===== src/rtl/bf_sweep_ctrl.sv =====
// bf_sweep_ctrl
//   Sweeps every input vector of a small combinational boolean-function block
//   in ascending order. Each vector is held for a programmable settle time,
//   then the block output is sampled into a measured truth table. When the
//   sweep ends, that table is compared against an expected table.
//
// Parameters
//   N_IN        number of function inputs (table width 2**N_IN)
//   SETTLE_CYC  cycles spent in SETTLE before sampling (1..255)
//
// Ports
//   clk            rising-edge clock
//   rst_n          asynchronous active-low reset
//   start          sweep request, honoured only while idle
//   expected       expected truth table, latched when start is accepted
//   dut_out        output of the function block being swept
//   drv_vec        registered input vector to the block (MSB = inA)
//   busy           high from start acceptance until the done cycle ends
//   done           one-cycle completion pulse
//   truth_tbl      measured table, bit i = output with drv_vec == i
//   match          truth_tbl equals the latched expected table
//   fail_valid     first mismatch has been captured
//   first_fail_idx vector index of the first mismatch
//
// Configuration
//   BF_SWEEP_FIRST_FAIL_EN  when defined, builds first-mismatch capture;
//                           otherwise fail_valid/first_fail_idx read as 0.

module bf_sweep_ctrl #(
  parameter int N_IN       = 3,
  parameter int SETTLE_CYC = 4
) (
  input  logic                   clk,
  input  logic                   rst_n,
  input  logic                   start,
  input  logic [(2**N_IN)-1:0]   expected,
  input  logic                   dut_out,
  output logic [N_IN-1:0]        drv_vec,
  output logic                   busy,
  output logic                   done,
  output logic [(2**N_IN)-1:0]   truth_tbl,
  output logic                   match,
  output logic                   fail_valid,
  output logic [N_IN-1:0]        first_fail_idx
);

  localparam int TBL_W = 2**N_IN;

  localparam logic [2:0] S_IDLE   = 3'd0;
  localparam logic [2:0] S_DRIVE  = 3'd1;
  localparam logic [2:0] S_SETTLE = 3'd2;
  localparam logic [2:0] S_SAMPLE = 3'd3;
  localparam logic [2:0] S_DONE   = 3'd4;

  localparam logic [N_IN-1:0] LAST_IDX    = {N_IN{1'b1}};
  // The counter is loaded with SETTLE_CYC-1 and SETTLE is left when it reads
  // zero, which gives exactly SETTLE_CYC cycles in SETTLE.
  localparam logic [7:0]      SETTLE_LOAD = 8'(SETTLE_CYC - 1);

  logic [2:0]       state_q, state_d;
  logic [N_IN-1:0]  idx_q, idx_d;
  logic [7:0]       cnt_q, cnt_d;
  logic [N_IN-1:0]  drv_q, drv_d;
  logic             busy_q, busy_d;
  logic             done_q, done_d;
  logic [TBL_W-1:0] tbl_q, tbl_d;
  logic [TBL_W-1:0] exp_q, exp_d;
  logic             match_q, match_d;

`ifdef BF_SWEEP_FIRST_FAIL_EN
  logic             fv_q, fv_d;
  logic [N_IN-1:0]  ffi_q, ffi_d;
`endif

  // Next-state and datapath update for the sweep sequencer.
  always_comb begin
    state_d = state_q;
    idx_d   = idx_q;
    cnt_d   = cnt_q;
    drv_d   = drv_q;
    busy_d  = busy_q;
    done_d  = 1'b0;
    tbl_d   = tbl_q;
    exp_d   = exp_q;
    match_d = match_q;
`ifdef BF_SWEEP_FIRST_FAIL_EN
    fv_d    = fv_q;
    ffi_d   = ffi_q;
`endif

    case (state_q)
      S_IDLE: begin
        if (start) begin
          exp_d   = expected;
          tbl_d   = '0;
          match_d = 1'b0;
          idx_d   = '0;
          busy_d  = 1'b1;
`ifdef BF_SWEEP_FIRST_FAIL_EN
          fv_d    = 1'b0;
          ffi_d   = '0;
`endif
          state_d = S_DRIVE;
        end else begin
          state_d = S_IDLE;
        end
      end
      S_DRIVE: begin
        drv_d   = idx_q;
        cnt_d   = SETTLE_LOAD;
        state_d = S_SETTLE;
      end
      S_SETTLE: begin
        if (cnt_q == 8'd0) begin
          state_d = S_SAMPLE;
        end else begin
          cnt_d   = cnt_q - 8'd1;
        end
      end
      S_SAMPLE: begin
        tbl_d[idx_q] = dut_out;
`ifdef BF_SWEEP_FIRST_FAIL_EN
        // Only the earliest mismatching vector is kept.
        if ((dut_out != exp_q[idx_q]) && !fv_q) begin
          fv_d  = 1'b1;
          ffi_d = idx_q;
        end else begin
          fv_d  = fv_q;
        end
`endif
        if (idx_q == LAST_IDX) begin
          done_d  = 1'b1;
          state_d = S_DONE;
        end else begin
          idx_d   = idx_q + {{(N_IN-1){1'b0}}, 1'b1};
          state_d = S_DRIVE;
        end
      end
      S_DONE: begin
        match_d = (tbl_q == exp_q);
        drv_d   = '0;
        busy_d  = 1'b0;
        state_d = S_IDLE;
      end
      default: begin
        state_d = S_IDLE;
      end
    endcase
  end

  // State and output registers.
  always_ff @(posedge clk or negedge rst_n) begin
    if (!rst_n) begin
      state_q <= S_IDLE;
      idx_q   <= '0;
      cnt_q   <= 8'd0;
      drv_q   <= '0;
      busy_q  <= 1'b0;
      done_q  <= 1'b0;
      tbl_q   <= '0;
      exp_q   <= '0;
      match_q <= 1'b0;
`ifdef BF_SWEEP_FIRST_FAIL_EN
      fv_q    <= 1'b0;
      ffi_q   <= '0;
`endif
    end else begin
      state_q <= state_d;
      idx_q   <= idx_d;
      cnt_q   <= cnt_d;
      drv_q   <= drv_d;
      busy_q  <= busy_d;
      done_q  <= done_d;
      tbl_q   <= tbl_d;
      exp_q   <= exp_d;
      match_q <= match_d;
`ifdef BF_SWEEP_FIRST_FAIL_EN
      fv_q    <= fv_d;
      ffi_q   <= ffi_d;
`endif
    end
  end

  assign drv_vec   = drv_q;
  assign busy      = busy_q;
  assign done      = done_q;
  assign truth_tbl = tbl_q;
  assign match     = match_q;

`ifdef BF_SWEEP_FIRST_FAIL_EN
  assign fail_valid     = fv_q;
  assign first_fail_idx = ffi_q;
`else
  assign fail_valid     = 1'b0;
  assign first_fail_idx = '0;
`endif

endmodule


===== config.mk =====
export PLATFORM = sky130hd
export DESIGN_NAME = bf_sweep_ctrl
export DESIGN_NICKNAME = d
export VERILOG_FILES = /design/src/rtl/bf_sweep_ctrl.sv
export SDC_FILE = /design/constraint.sdc
export NUM_CORES = 1
export LEC_CHECK = 0
export CORE_UTILIZATION = 52
export DETAILED_ROUTE_END_ITERATION = 8
export PLACE_DENSITY = 0.74
export SETUP_SLACK_MARGIN = 0.4
export SYNTH_ARGS = -nofsm -noshare
export SYNTH_HDL_FRONTEND = slang
export SYNTH_SLANG_ARGS = --single-unit

===== constraint.sdc =====
create_clock -name clk -period 2.2 [get_ports clk]
set_input_delay 0.55 -clock clk [delete_from_list [all_inputs] [get_ports clk]]
set_output_delay 0.55 -clock clk [all_outputs]
set_load 0.01 [all_outputs]

==> results.py, run 1 <==
metrics = {
    "grt": {
        "grt_pass1_wl_um": 6450,
        "first_global_vias": 1366,
        "grt_max_degree": 37,
        "grt_antenna_before_repair": 0,
        "grtUsageTotal": 0.242,
        "grt-ovfl-total": 0,
    },
    "routing": {
        "drc_errors": 0,
        "first_pass_iters": 4,
        "vias_per_cell": 5.61,
        "routed_wl_um": 4010,
        "routedWlPerCell_um": 14.5,
        "detail-route-antenna-nets": 0,
        "drt-initial-drc-count": 89,
        "via_count": 1548,
    },
    "setup_path": {
        "r2r_cells": 4,
        "worstPathArrival_ns": 2.03,
        "start_kind": "primary input",
        "crit_type": "primary input to flop",
        "critPathRequiredTime_ns": 2.41,
        "path_max_fanout": 6,
        "cp-end-kind": "flop",
    },
    "floorplan": {
        "initial_core_util": 0.545,
        "row_count": 21,
        "core_area_sq_um": 3360,
        "die_area_sq_um": 3760,
        "die_height_um": 61.4,
        "die_w_um": 61.4,
        "pin_count": 30,
    },
    "synthesis": {
        "yosys-top-cells-area": "dfrtp_1, nand2_1, a22o_1, nor2_1, o21ai_0",
        "yosys_warnings": 0,
        "netlist_area_sq_um": 1830,
        "synth-seq-cells": 36,
        "synth.most_common_cell": "dfrtp_1",
        "synthCells": 193,
        "synth_top_cells_by_count": "dfrtp_1, nand2_1, nor2_1",
        "synth-edff-count": 0,
        "yosys.area.top_type": "dfrtp_1",
        "synth-main-ff-cell": "dfrtp_1",
        "synth_cell_types": 36,
        "syn_area_per_cell_sq_um": 9.49,
        "synth-seq-area-share": 0.492,
        "synthArstFlopShare": 1.00,
        "synth_top_area_frac": 0.492,
    },
    "timing": {
        "final.setup_skew_ns": 0.00610,
        "fin_crit_sh": 0.824,
        "fmax_mhz": 552,
        "tightest_slew_ns": 0.630,
        "relSlewSlack": 0.576,
        "drv_slew": 0,
        "finalCriticalPeriod_ns": 1.81,
        "final_hold_viol_count": 0,
        "finalSetupViolCount": 0,
        "fin_ws_ns": 0.388,
        "rsz0062_at_grt": "true",
    },
    "outcome": {
        "status": "finished, final reports clean",
    },
    "clock_tree": {
        "clkSlewWorstSetupHoldPaths_ns": 0.11,
        "insertion_delay_ns": 0.33,
        "cts_max_path_buffers": 2,
        "h-tree-depth": 2,
        "cts-root-buf": "clkbuf_4",
        "cts_buffers": 5,
        "cts.sinks": 36,
        "cts_tree": "built",
    },
    "cells_and_area": {
        "layoutNonFillerInstCount": 276,
        "drive_gt1_frac": 0.135,
        "fillCellCount": 284,
        "nNetsFinal": 244,
        "area_growth_pct": 23.4,
        "num_antenna_cells": 0,
    },
    "pwr": {
        "power_frac_seq": 0.415,
        "peakVddDrop_uv": 842,
        "power.switching_mw": 1.15,
        "power.density_nw_per_um2": 1260,
        "p_leak_nw": 1.16,
        "p_comb_frac": 0.425,
        "p_sw_frac": 0.402,
        "internal_power_mw": 1.71,
        "pwr-share-clk": 0.160,
    },
    "placement": {
        "dpl.hpwl_um": 2680,
        "gp_congestion": 0.880,
        "post-place-cells": 260,
        "port_buffers": 25,
        "place_ws_ns": -0.0283,
    },
    "worst_hold_path": {
        "hold_depth": 2,
        "hp-class": "flop to flop",
    },
    "run": {
        "cap_violations": 0,
    },
}
## logic make-up after synthesis
group | after synthesis | synth area share
and+or+nand+nor | 78 | 0.202
AOI/OAI and AO/OA | 41 | 0.151
DFF | 36 | 0.492
buffers and inverters | 19 | 0.0567
xor gates and xnor gates | 10 | 0.0478
muxes | 5 | 0.0280
adders and majority gates | 3 | 0.0205
other | 1 | 0.00205
## worst max-delay path: stages
cell	delay, ns
clkdlybuf4s50_1	0.48
or4b_4	0.51
and2_4	0.21
o21ai_1	0.18
o31ai_1	0.09
## sequential cells by signal, indices dropped and copies added, names as in the netlist
name	flops
idx_q	3
truth_tbl	8
match	1
done	1
busy	1
cnt_q	8
exp_q	8
drv_vec	3
state_q	3
## power by group through the flow
stage | clock network (mW) | registers, mW | logic [mW]
floorplan | 0 | 1.08 | 0.885
global placement | 0 | 1.19 | 1.08
detailed placement | 0 | 1.20 | 1.15
CTS | 0.470 | 1.17 | 1.21
global route | 0.492 | 1.21 | 1.36
finish | 0.458 | 1.18 | 1.21
## stage by stage
step	TNS (ns)	cell area, sq um	hold slack, ns	power [mW]	util
floorplan	0	1840	0.254	1.97	-
detailed placement	-0.0451	2110	0.480	2.35	0.629
global placement	0	2110	0.465	2.27	0.629
CTS	0	2240	0.503	2.85	0.667
global route	0	2260	0.525	3.06	0.672
finish	0	2260	0.496	2.86	0.672
## cell type report
class | instances | area (sq um) | area share
Sequential cell | 36 | 903 | 0.400
Multi-Input combinational cell | 141 | 847 | 0.375
Timing Repair Buffer | 39 | 353 | 0.156
Tap cell | 46 | 57.6 | 0.0255
Clock buffer | 6 | 41.3 | 0.0183
Clock inverter | 2 | 35.0 | 0.0155
Inverter | 6 | 22.5 | 0.00997
## timing repair
| action | 4_1_cts | 5_1_grt |
|---|---|---|
| pin swaps | 0 | 0 |
| gates resized for setup | 13 | 10 |
| cloned | 0 | 0 |
| hold buffers | 0 | 0 |
| endpoints found under the setup margin | 17 | 13 |
| endpoints found under the hold margin | 0 | 0 |
| buffers inserted | 8 | 0 |
## layer usage
| layer | GRT usage | part of all wire | up-vias | wire (um) |
|---|---|---|---|---|
| met4 | 0.0921 | 0.012 | 0 | 48 |
| met3 | 0.0609 | 0.060 | 6 | 241 |
| met5 | 0 | 0 | - | 0 |
| met2 | 0.380 | 0.49 | 60 | 1960 |
| met1 | 0.326 | 0.44 | 749 | 1760 |
| li1 | - | - | 733 | - |
## layout by cell type, fill, tap and decap left out, types with 3 or more instances in the layout
master,count
dlygate4sd2_1,10
a22o_1,10
clkdlybuf4s50_1,11
o31ai_1,5
xnor2_1,6
ha_1,3
inv_1,6
clkbuf_4,5
o21ai_0,6
mux2i_1,4
xor2_1,4
o21ai_1,5
nor2_1,18
a21oi_1,8
nand3_1,3
dlymetal6s2s_1,4
a31oi_1,4
conb_1,4
nand2_1,34
nor3_1,6
dfrtp_1,34
buf_4,14
## final timing paths
| kind | startpoint | end | slack (ns) |
|---|---|---|---|
| min in group asynchronous | rst_n | cnt_q[4] | 0.62 |
| max | start | truth_tbl[4] | 0.39 |
| max in group asynchronous | rst_n | idx_q[0] | 1.22 |
| min | match | match | 0.50 |
| min reg2reg | match | match | 0.50 |
| max reg2reg | state_q[2] | truth_tbl[4] | 0.42 |
Power figures use the tool's default switching activity.
==> run 2, diff against run 1 <==
CORE_UTILIZATION = 47   (was 52)
PLACE_DENSITY = 0.7   (was 0.74)
clock period = 1.65 ns   (was 2.2 ns; I/O delays follow)
==> results.py, run 2 (synthesized netlist as in run 1, its figures left out) <==
metrics = {
    "pwr": {
        "p_comb_frac": 0.542,
        "p_sw_frac": 0.399,
        "power_frac_seq": 0.261,
        "p_leak_nw": 1.41,
        "pwr-share-clk": 0.197,
        "power.density_nw_per_um2": 1910,
        "total_power_mw": 5.52,
        "internal_power_mw": 3.32,
        "peakVddDrop_uv": 1210,
        "power.switching_mw": 2.20,
    },
    "run": {
        "cap_violations": 0,
    },
    "cells_and_area": {
        "final_core_util": 0.785,
        "num_antenna_cells": 0,
        "nNetsFinal": 279,
        "area_growth_pct": 58.0,
        "final_cell_mix": "buf_4, dfrtp_1, nand2_1, buf_2, nor2_1",
        "final_area_sq_um": 2890,
        "drive_gt1_frac": 0.475,
        "final_common_cell": "buf_4",
    },
    "setup_path": {
        "crit_type": "flop to flop",
        "worst_path_max_delay_cell": "dfrtp_1",
        "path_max_fanout": 7,
        "max_stage_delay_ns": 0.41,
        "rrSetupSlack_ns": 0.02,
        "path_cells": "buf_6, nand3b_1, buf_6, and2_4, o21ai_2, o31ai_2",
        "start_kind": "flop",
        "path_buf_inv": 2,
        "cp-end-kind": "flop",
        "critPathRequiredTime_ns": 1.83,
        "worstPathArrival_ns": 1.81,
        "timing.critical_path.mode_cell": "buf_6",
        "crit_family": "simple AND/OR/NAND/NOR gates",
    },
    "clock_tree": {
        "insertion_delay_ns": 0.30,
        "cts-root-buf": "clkbuf_8",
        "cts.sinks": 36,
        "cts_buffers": 5,
        "clkSlewWorstSetupHoldPaths_ns": 0.08,
        "cts_max_path_buffers": 2,
        "hold_buffers": 0,
        "h-tree-depth": 2,
        "cts_tree": "built",
    },
    "timing": {
        "finalCriticalPeriod_ns": 1.63,
        "final.setup_skew_ns": 0.00949,
        "fmax_mhz": 614,
        "rsz0062_at_grt": "true",
        "finalSetupViolCount": 0,
        "fin_crit_sh": 0.988,
        "fin_ws_ns": 0.0201,
        "final_hold_viol_count": 0,
        "finalSetupTns_ns": 0,
        "drv_slew": 0,
    },
    "floorplan": {
        "die_height_um": 64.4,
        "row_count": 22,
        "die_area_sq_um": 4150,
        "initial_core_util": 0.497,
        "core_area_sq_um": 3690,
        "pin_count": 30,
        "die_w_um": 64.4,
    },
    "placement": {
        "place_ws_ns": -0.449,
        "dpl.hpwl_um": 2870,
        "gp_congestion": 0.837,
        "port_buffers": 25,
        "placed_cell_area_sq_um": 2230,
    },
    "routing": {
        "routedWlPerCell_um": 18.4,
        "drc_errors": 0,
        "detail-route-antenna-nets": 0,
        "drt-initial-drc-count": 148,
        "vias_per_cell": 5.73,
        "routed_wl_um": 5770,
        "first_pass_iters": 4,
        "via_count": 1794,
    },
    "outcome": {
        "status": "finished, final reports clean",
    },
    "grt": {
        "grt_antenna_before_repair": 0,
        "grt-ovfl-total": 0,
        "grt_pass1_wl_um": 8050,
        "first_global_vias": 1663,
        "grtUsageTotal": 0.261,
        "grt_max_degree": 37,
    },
    "worst_hold_path": {
        "hp-class": "primary input to asynchronous set/reset pin",
    },
}
run 2: final timing paths:
check,startpoint,to,cells after the start
setup / recovery,state_q[2],truth_tbl[6],6
hold / removal,rst_n,cnt_q[6],2
setup reg to reg,state_q[2],truth_tbl[6],6
hold reg to reg,exp_q[2],exp_q[2],2
max in group asynchronous,rst_n,cnt_q[5],2
min in group clk,exp_q[2],exp_q[2],2
run 2: power groups by stage:
stage / Sequential, mW / Clock, mW / Combinational [mW]
6_report: 1.44 / 1.09 / 3.00
5_1_grt: 1.47 / 1.14 / 3.18
4_1_cts: 1.42 / 1.09 / 2.39
3_5_place_dp: 1.46 / 0 / 1.92
3_3_place_gp: 1.45 / 0 / 1.83
2_1_floorplan: 1.47 / 0 / 1.30
run 2: layer usage:
metal	track usage	routed length [um]	vias up
li1	-	-	796
met4	0.0861	210	0
met2	0.413	2930	75
met3	0.0757	371	20
met5	0	0	-
met1	0.343	2260	903
run 2: metrics by stage:
step | hold WS (ns) | std cells
2_1_floorplan | 0.117 | 196
4_1_cts | 0.492 | 301
6_report | 0.481 | 313
5_1_grt | 0.492 | 313
3_3_place_gp | 0.464 | 268
3_5_place_dp | 0.484 | 268
run 2: cell type report:
type                            instances  area (sq um)
Clock buffer                            5          68.8
Clock inverter                          3          90.1
Fill cell                             218           795
Inverter                                6          22.5
Multi-Input combinational cell        141          1130
Sequential cell                        36           905
Tap cell                               48          60.1
Timing Repair Buffer                   74           614
run 2: repair_timing:
item / CTS / global route
gates resized for setup: 82 / 52
cloned: 0 / 1
setup buffers: 25 / 11
setup endpoints to repair: 43 / 45
pin swaps: 13 / 23
